## config.mk

```make
export PLATFORM = sky130hd
export DESIGN_NAME = estimador_vadd_row3_ctrl
export DESIGN_NICKNAME = d
export VERILOG_FILES = /design/src/rtl/estimador_ctrl_pkg.sv /design/src/rtl/estimador_vld_capture.sv /design/src/rtl/estimador_vadd_row3_ctrl.sv
export SDC_FILE = /design/constraint.sdc
export NUM_CORES = 1
export LEC_CHECK = 0
export ABC_AREA = 1
export CORE_AREA = 8 8 224 226
export CTS_BUF_LIST = sky130_fd_sc_hd__clkbuf_4 sky130_fd_sc_hd__clkbuf_8
export CTS_CLUSTER_DIAMETER = 60
export DETAILED_ROUTE_END_ITERATION = 10
export DIE_AREA = 0 0 232 234
export SYNTH_ARGS = -nofsm -noshare
export SYNTH_HDL_FRONTEND = slang
export SYNTH_SLANG_ARGS = --single-unit
export TNS_END_PERCENT = 20
```

## constraint.sdc

```tcl
create_clock -name ap_clk -period 2.95 [get_ports ap_clk]
set_input_delay 0.295 -clock ap_clk [delete_from_list [all_inputs] [get_ports ap_clk]]
set_output_delay 0.295 -clock ap_clk [all_outputs]
set_load 0.05 [all_outputs]
```

## src/rtl/estimador_ctrl_pkg.sv

```systemverilog
// rtl/estimador_ctrl_pkg.sv - shared types and defaults for the estimador kernel controller
package estimador_ctrl_pkg;
  localparam int N_LANES     = 3;
  localparam int DEF_W       = 32;
  localparam int DEF_TIMEOUT = 64;

  typedef enum logic [1:0] {
    ST_IDLE = 2'd0,
    ST_RUN  = 2'd1,
    ST_RESP = 2'd2
  } state_e;
endpackage

```

## src/rtl/estimador_vld_capture.sv

```systemverilog
// rtl/estimador_vld_capture.sv - one result lane: data register plus seen flag
module estimador_vld_capture
  import estimador_ctrl_pkg::*;
#(
  parameter int W = DEF_W
) (
  input  logic         clk,
  input  logic         rst_n,
  input  logic         clr,
  input  logic         cap,
  input  logic [W-1:0] d,
  output logic [W-1:0] q,
  output logic         seen
);

  logic [W-1:0] data_q, data_d;
  logic         seen_q, seen_d;

  // Clear wins: a new operand pair always starts from an empty lane.
  always_comb begin
    data_d = data_q;
    seen_d = seen_q;
    if (clr) begin
      data_d = '0;
      seen_d = 1'b0;
    end else if (cap) begin
      data_d = d;
      seen_d = 1'b1;
    end
  end

  always_ff @(posedge clk or negedge rst_n) begin
    if (!rst_n) begin
      data_q <= '0;
      seen_q <= 1'b0;
    end else begin
      data_q <= data_d;
      seen_q <= seen_d;
    end
  end

  assign q    = data_q;
  assign seen = seen_q;
endmodule

```

## src/rtl/estimador_vadd_row3_ctrl.sv

```systemverilog
// rtl/estimador_vadd_row3_ctrl.sv - start/done initiator for the 3-lane saturating vadd kernel
module estimador_vadd_row3_ctrl
  import estimador_ctrl_pkg::*;
#(
  parameter int W       = DEF_W,
  parameter int TIMEOUT = DEF_TIMEOUT
) (
  input  logic                 ap_clk,
  input  logic                 ap_rst_n,
  input  logic                 in_valid,
  output logic                 in_ready,
  input  logic [N_LANES*W-1:0] in_a,
  input  logic [N_LANES*W-1:0] in_b,
  output logic                 k_start,
  input  logic                 k_ready,
  input  logic                 k_done,
  input  logic                 k_idle,
  output logic [N_LANES*W-1:0] k_a,
  output logic [N_LANES*W-1:0] k_b,
  input  logic [N_LANES*W-1:0] k_y,
  input  logic [N_LANES-1:0]   k_y_vld,
  output logic                 out_valid,
  input  logic                 out_ready,
  output logic [N_LANES*W-1:0] out_y,
  output logic                 out_err,
  output logic                 busy
);

  localparam int CW = (TIMEOUT > 1) ? $clog2(TIMEOUT) : 1;
  localparam logic [CW-1:0] CNT_LAST = CW'(TIMEOUT - 1);

  state_e               state_q, state_d;
  logic [CW-1:0]        cnt_q, cnt_d;
  logic [N_LANES*W-1:0] ka_q, ka_d, kb_q, kb_d;
  logic                 err_q, err_d;
  logic                 accept;
  logic [N_LANES-1:0]   seen, cap_en;
  logic [N_LANES*W-1:0] y_reg;

  assign accept = in_valid && (state_q == ST_IDLE);

  always_comb begin
    state_d = state_q;
    cnt_d   = cnt_q;
    ka_d    = ka_q;
    kb_d    = kb_q;
    err_d   = err_q;
    unique case (state_q)
      ST_IDLE: begin
        if (accept) begin
          ka_d    = in_a;
          kb_d    = in_b;
          cnt_d   = '0;
          err_d   = 1'b0;
          state_d = ST_RUN;
        end
      end
      ST_RUN: begin
        // Lanes whose vld coincides with done still count as delivered.
        if (k_done) begin
          err_d   = ~&(seen | k_y_vld);
          state_d = ST_RESP;
        end else if (cnt_q == CNT_LAST) begin
          err_d   = 1'b1;
          state_d = ST_RESP;
        end else begin
          cnt_d = cnt_q + 1'b1;
        end
      end
      ST_RESP: begin
        if (out_ready) state_d = ST_IDLE;
      end
      default: state_d = ST_IDLE;
    endcase
  end

  always_ff @(posedge ap_clk or negedge ap_rst_n) begin
    if (!ap_rst_n) begin
      state_q <= ST_IDLE;
      cnt_q   <= '0;
      ka_q    <= '0;
      kb_q    <= '0;
      err_q   <= 1'b0;
    end else begin
      state_q <= state_d;
      cnt_q   <= cnt_d;
      ka_q    <= ka_d;
      kb_q    <= kb_d;
      err_q   <= err_d;
    end
  end

  for (genvar i = 0; i < N_LANES; i++) begin : g_lane
    assign cap_en[i] = (state_q == ST_RUN) && k_y_vld[i];
    estimador_vld_capture #(.W(W)) u_cap (
      .clk   (ap_clk),
      .rst_n (ap_rst_n),
      .clr   (accept),
      .cap   (cap_en[i]),
      .d     (k_y[i*W +: W]),
      .q     (y_reg[i*W +: W]),
      .seen  (seen[i])
    );
  end

  assign in_ready  = (state_q == ST_IDLE);
  assign k_start   = (state_q == ST_RUN);
  assign busy      = (state_q != ST_IDLE);
  assign out_valid = (state_q == ST_RESP);
  assign out_err   = err_q && out_valid;
  assign out_y     = err_q ? '0 : y_reg;
  assign k_a       = ka_q;
  assign k_b       = kb_q;

  // Kernel-side protocol checks; k_ready and k_idle feed nothing else.
  a_ready_in_run: assert property (@(posedge ap_clk) disable iff (!ap_rst_n)
    k_ready |-> k_start);
  a_idle_not_done: assert property (@(posedge ap_clk) disable iff (!ap_rst_n)
    k_idle |-> !k_done);
endmodule
```

==> summary.md <==
| Metric | Value |
|---|---|
| Reg2reg start | state_q[0] |
| Hold Fails Final Rpt | 0 |
| Setup Skew | 18.73 ps |
| Routability cong. | 0.8102 |
| XOR/XNOR share of the synthesized area | 0% |
| Min-delay src | in_b[57] |
| Worst path required time | 2650 ps |
| CP Launch Point | err_q |
| Routed Antenna Nets | 0 |
| Main combinational cell family by area after synthesis | simple AND/OR/NAND/NOR gates |
| Clk_lat worst skew | 610 ps |
| Initial Utilization | 25.94% |
| Filler-free cell count of the finished design | 2665 |
| Fill cells | 4589 |
| Pwr Density | 1346 nW/um^2 |
| Compound-Gate Fraction of Synth Area | 4.562% |
| Relative slew slack | 46.39% |
| Switching pwr | 13.48 mW |
| Crit path DAT | 2490 ps |
| DP Cell Count | 2560 |
| CTS Buffer Depth | 3 |
| Syn_nets | 1722 |
| CTS tree | built |
| Post-synth cell types | 24 |
| CP cell instances | buf_4 > nor2_1 > clkdlybuf4s50_1 |
| Initial antenna violation count | 5 |
| CTS Buf Count | 56 |
| Die height | 234 um |
| Slew of the pin with the lowest slew margin | 804.2 ps |
| Avg Vias per Cell | 4.298 |
| Shortest period the worst path allows | 2782 ps |
| Die Wd | 232 um |
| Total core area | 46840 sq um |
| Synth Instances | 1423 |
| Seq pwr share | 25.8% |
| Switch share | 50.22% |
| First-iteration detailed-routing DRC count | 588 |
| Root Driver | clkbuf_8 |
| Net count, final | 2303 |
| Max_cap viols | 0 |
| Simple-gate share of the synthesized area | 26.54% |
| Setup-failing EPs final | 0 |
| Fmax | 0.3594 GHz |
| Wire per inst | 17.51 um |
| First-pass GRT wire length | 70680 um |
| Tot GR Track Use | 16.49% |
| Outcome | completed |
| Cell Int Power | 13.36 mW |
| Fraction of layout cells with a size suffix above 1 | 6.491% |
| Critical path's slowest cell | clkdlybuf4s50_1 |
| Fin Setup TNS | 0 ps |
| Sequential area share after synthesis | 61.79% |
| Leakage | 9.454 nW |
| FF+latch count, synth | 300 |
| # rows | 80 |
| TritonRoute pass-1 iters | 6 |
| Htree depth | 2 |
| Mux share of post-synthesis cell area | 0% |
| CTS clk-pin slew, worst paths | 60 ps |
| Synthesized cell area | 12150 sq um |
| Total grt overflow | 0 |
| Clock group share of total power | 17.0% |
| Slack of the critical path | 167.7 ps |
| Final HPWL DP | 34060 um |
| Pin count of the biggest net entering global routing | 121 |
| Slew Viols, Final | 0 |
| Post-cts resize count | 0 |
| Critical path class | register to primary output |
| Synth warn | 0 |
| Share of the clock period used by the worst path | 94.32% |
| Comb power frac | 57.2% |
| # DRC | 0 |
| Pre-CTS setup slack | 808.6 ps |
| # IOs | 591 |
| Sink Count | 300 |
| Crit end category | primary output |
| Post-CTS Setup Bufs | 0 |
| Max IR drop VDD | 0.7346 mV |
| Total routed wirelength | 46660 um |
| Synth Area in Adders | 0.1030% |
| Die area | 54290 sq um |
| Post-Syn Area per Cell | 8.539 sq um |
| RSZ-0062 raised after global routing | no |
| Via Count | 11460 |
| Hold WS | 204.2 ps |
| # port buffers | 588 |
| Area grow syn2layout | 64.15% |
| Vias in the first global route | 12050 |
| Slowest stage delay, CP | 740 ps |
| Most common cell after layout, fill and taps aside | nand2_1 |
| Total Power | 26.85 mW |
| Max FO, Critical Path | 72 |
| Critical Path Start Type | register |
| Most frequent cells in the layout | nand2_1, clkdlybuf4s50_1, dfrtp_1, inv_1 |
| Worst Hold Class | input port to register |
## final cells by class
cell class | count | area, sq um | area share, %
clock inverters | 14 | 141.4 | 0.7089
inverters | 108 | 410.4 | 2.058
flip-flops and latches | 300 | 7508 | 37.65
diodes | 1 | 2.502 | 0.01255
well taps | 615 | 769.5 | 3.858
clock buffers | 89 | 1181 | 5.922
repair buffers | 610 | 6133 | 30.75
multi-input cells | 928 | 3799 | 19.05
## worst max-delay path: cells and delay by family (launching register included)
kind / cells / cell delay [ps]
AND/OR/NAND/NOR: 1 / 150
buffers and inverters: 2 / 1320
flip-flops: 1 / 350
## synth_stat cells (all sizes together)
| cell type | count | area share, % |
|---|---|---|
| o21a | 1 | 0.062 |
| buf | 66 | 3.0 |
| or2 | 1 | 0.052 |
| o21ai | 103 | 4.2 |
| nor3 | 1 | 0.041 |
| nor2 | 106 | 3.4 |
| inv | 108 | 3.3 |
| a21boi | 1 | 0.062 |
| o311ai | 1 | 0.072 |
| o21bai | 1 | 0.062 |
| ha | 1 | 0.10 |
| nand2 | 606 | 19 |
| clkbuf | 21 | 0.65 |
| nand3 | 105 | 4.4 |
| dfrtp | 300 | 62 |
| o211ai | 1 | 0.062 |
## worst paths after layout
path                       depth (start not counted)  slack [ps]                    to
max in group asynchronous                          3        1730               k_a[73]
hold reg to reg                                    2         470  g_lane[2].u_cap.seen
hold / removal                                     3         200               k_b[57]
min in group asynchronous                          2         280                k_a[8]
setup reg to reg                                   6         950               k_a[31]
setup / recovery                                   3         170             out_y[53]
## registers in the layout, indices dropped and copies added (netlist names)
name	count
err_q	1
k_a	96
cnt_q	6
g_lane.u_cap.q	96
state_q	2
k_b	96
g_lane.u_cap.seen	3
## what timing repair did
action                                  4_1_cts  5_1_grt
hold buffers                                  1        0
endpoints found under the setup margin        0        0
endpoints found under the hold margin        74        0
## power groups by stage
stage	Sequential (mW)	Combinational (mW)	Clock, mW
final	6.93	15.4	4.56
after global routing	7.15	16.3	4.91
after CTS	6.94	15.6	4.74
after detailed placement	6.95	15.5	0
after global placement	6.89	15.5	0
after floorplan	11.2	5.57	0
## logic make-up (layout without fill, tap and decap cells)
| logic type | Yosys count | in the layout |
|---|---|---|
| AND/OR/NAND/NOR | 819 | 819 |
| AO/OA/AOI/OAI | 108 | 108 |
| other | 0 | 1 |
| buffers and inverters | 195 | 821 |
| flip-flops | 300 | 300 |
| adder cells (fa/ha/maj) | 1 | 1 |
## routing by layer
layer  wire, um  GRT usage (%)  vias up
met3       4907          7.161       87
met1      18230          18.94     5371
met4       1267          5.391        8
li1           -              -     5519
met5         54              0        -
met2      22200          27.39      470
## metrics by stage
stage / cell area [sq um] / util [%]
after global placement: 18610 / 39.73
after CTS: 19940 / 42.57
after floorplan: 12150 / -
after global routing: 19940 / 42.57
after detailed placement: 18610 / 39.73
final: 19950 / 42.58
Power figures use the tool's default switching activity.
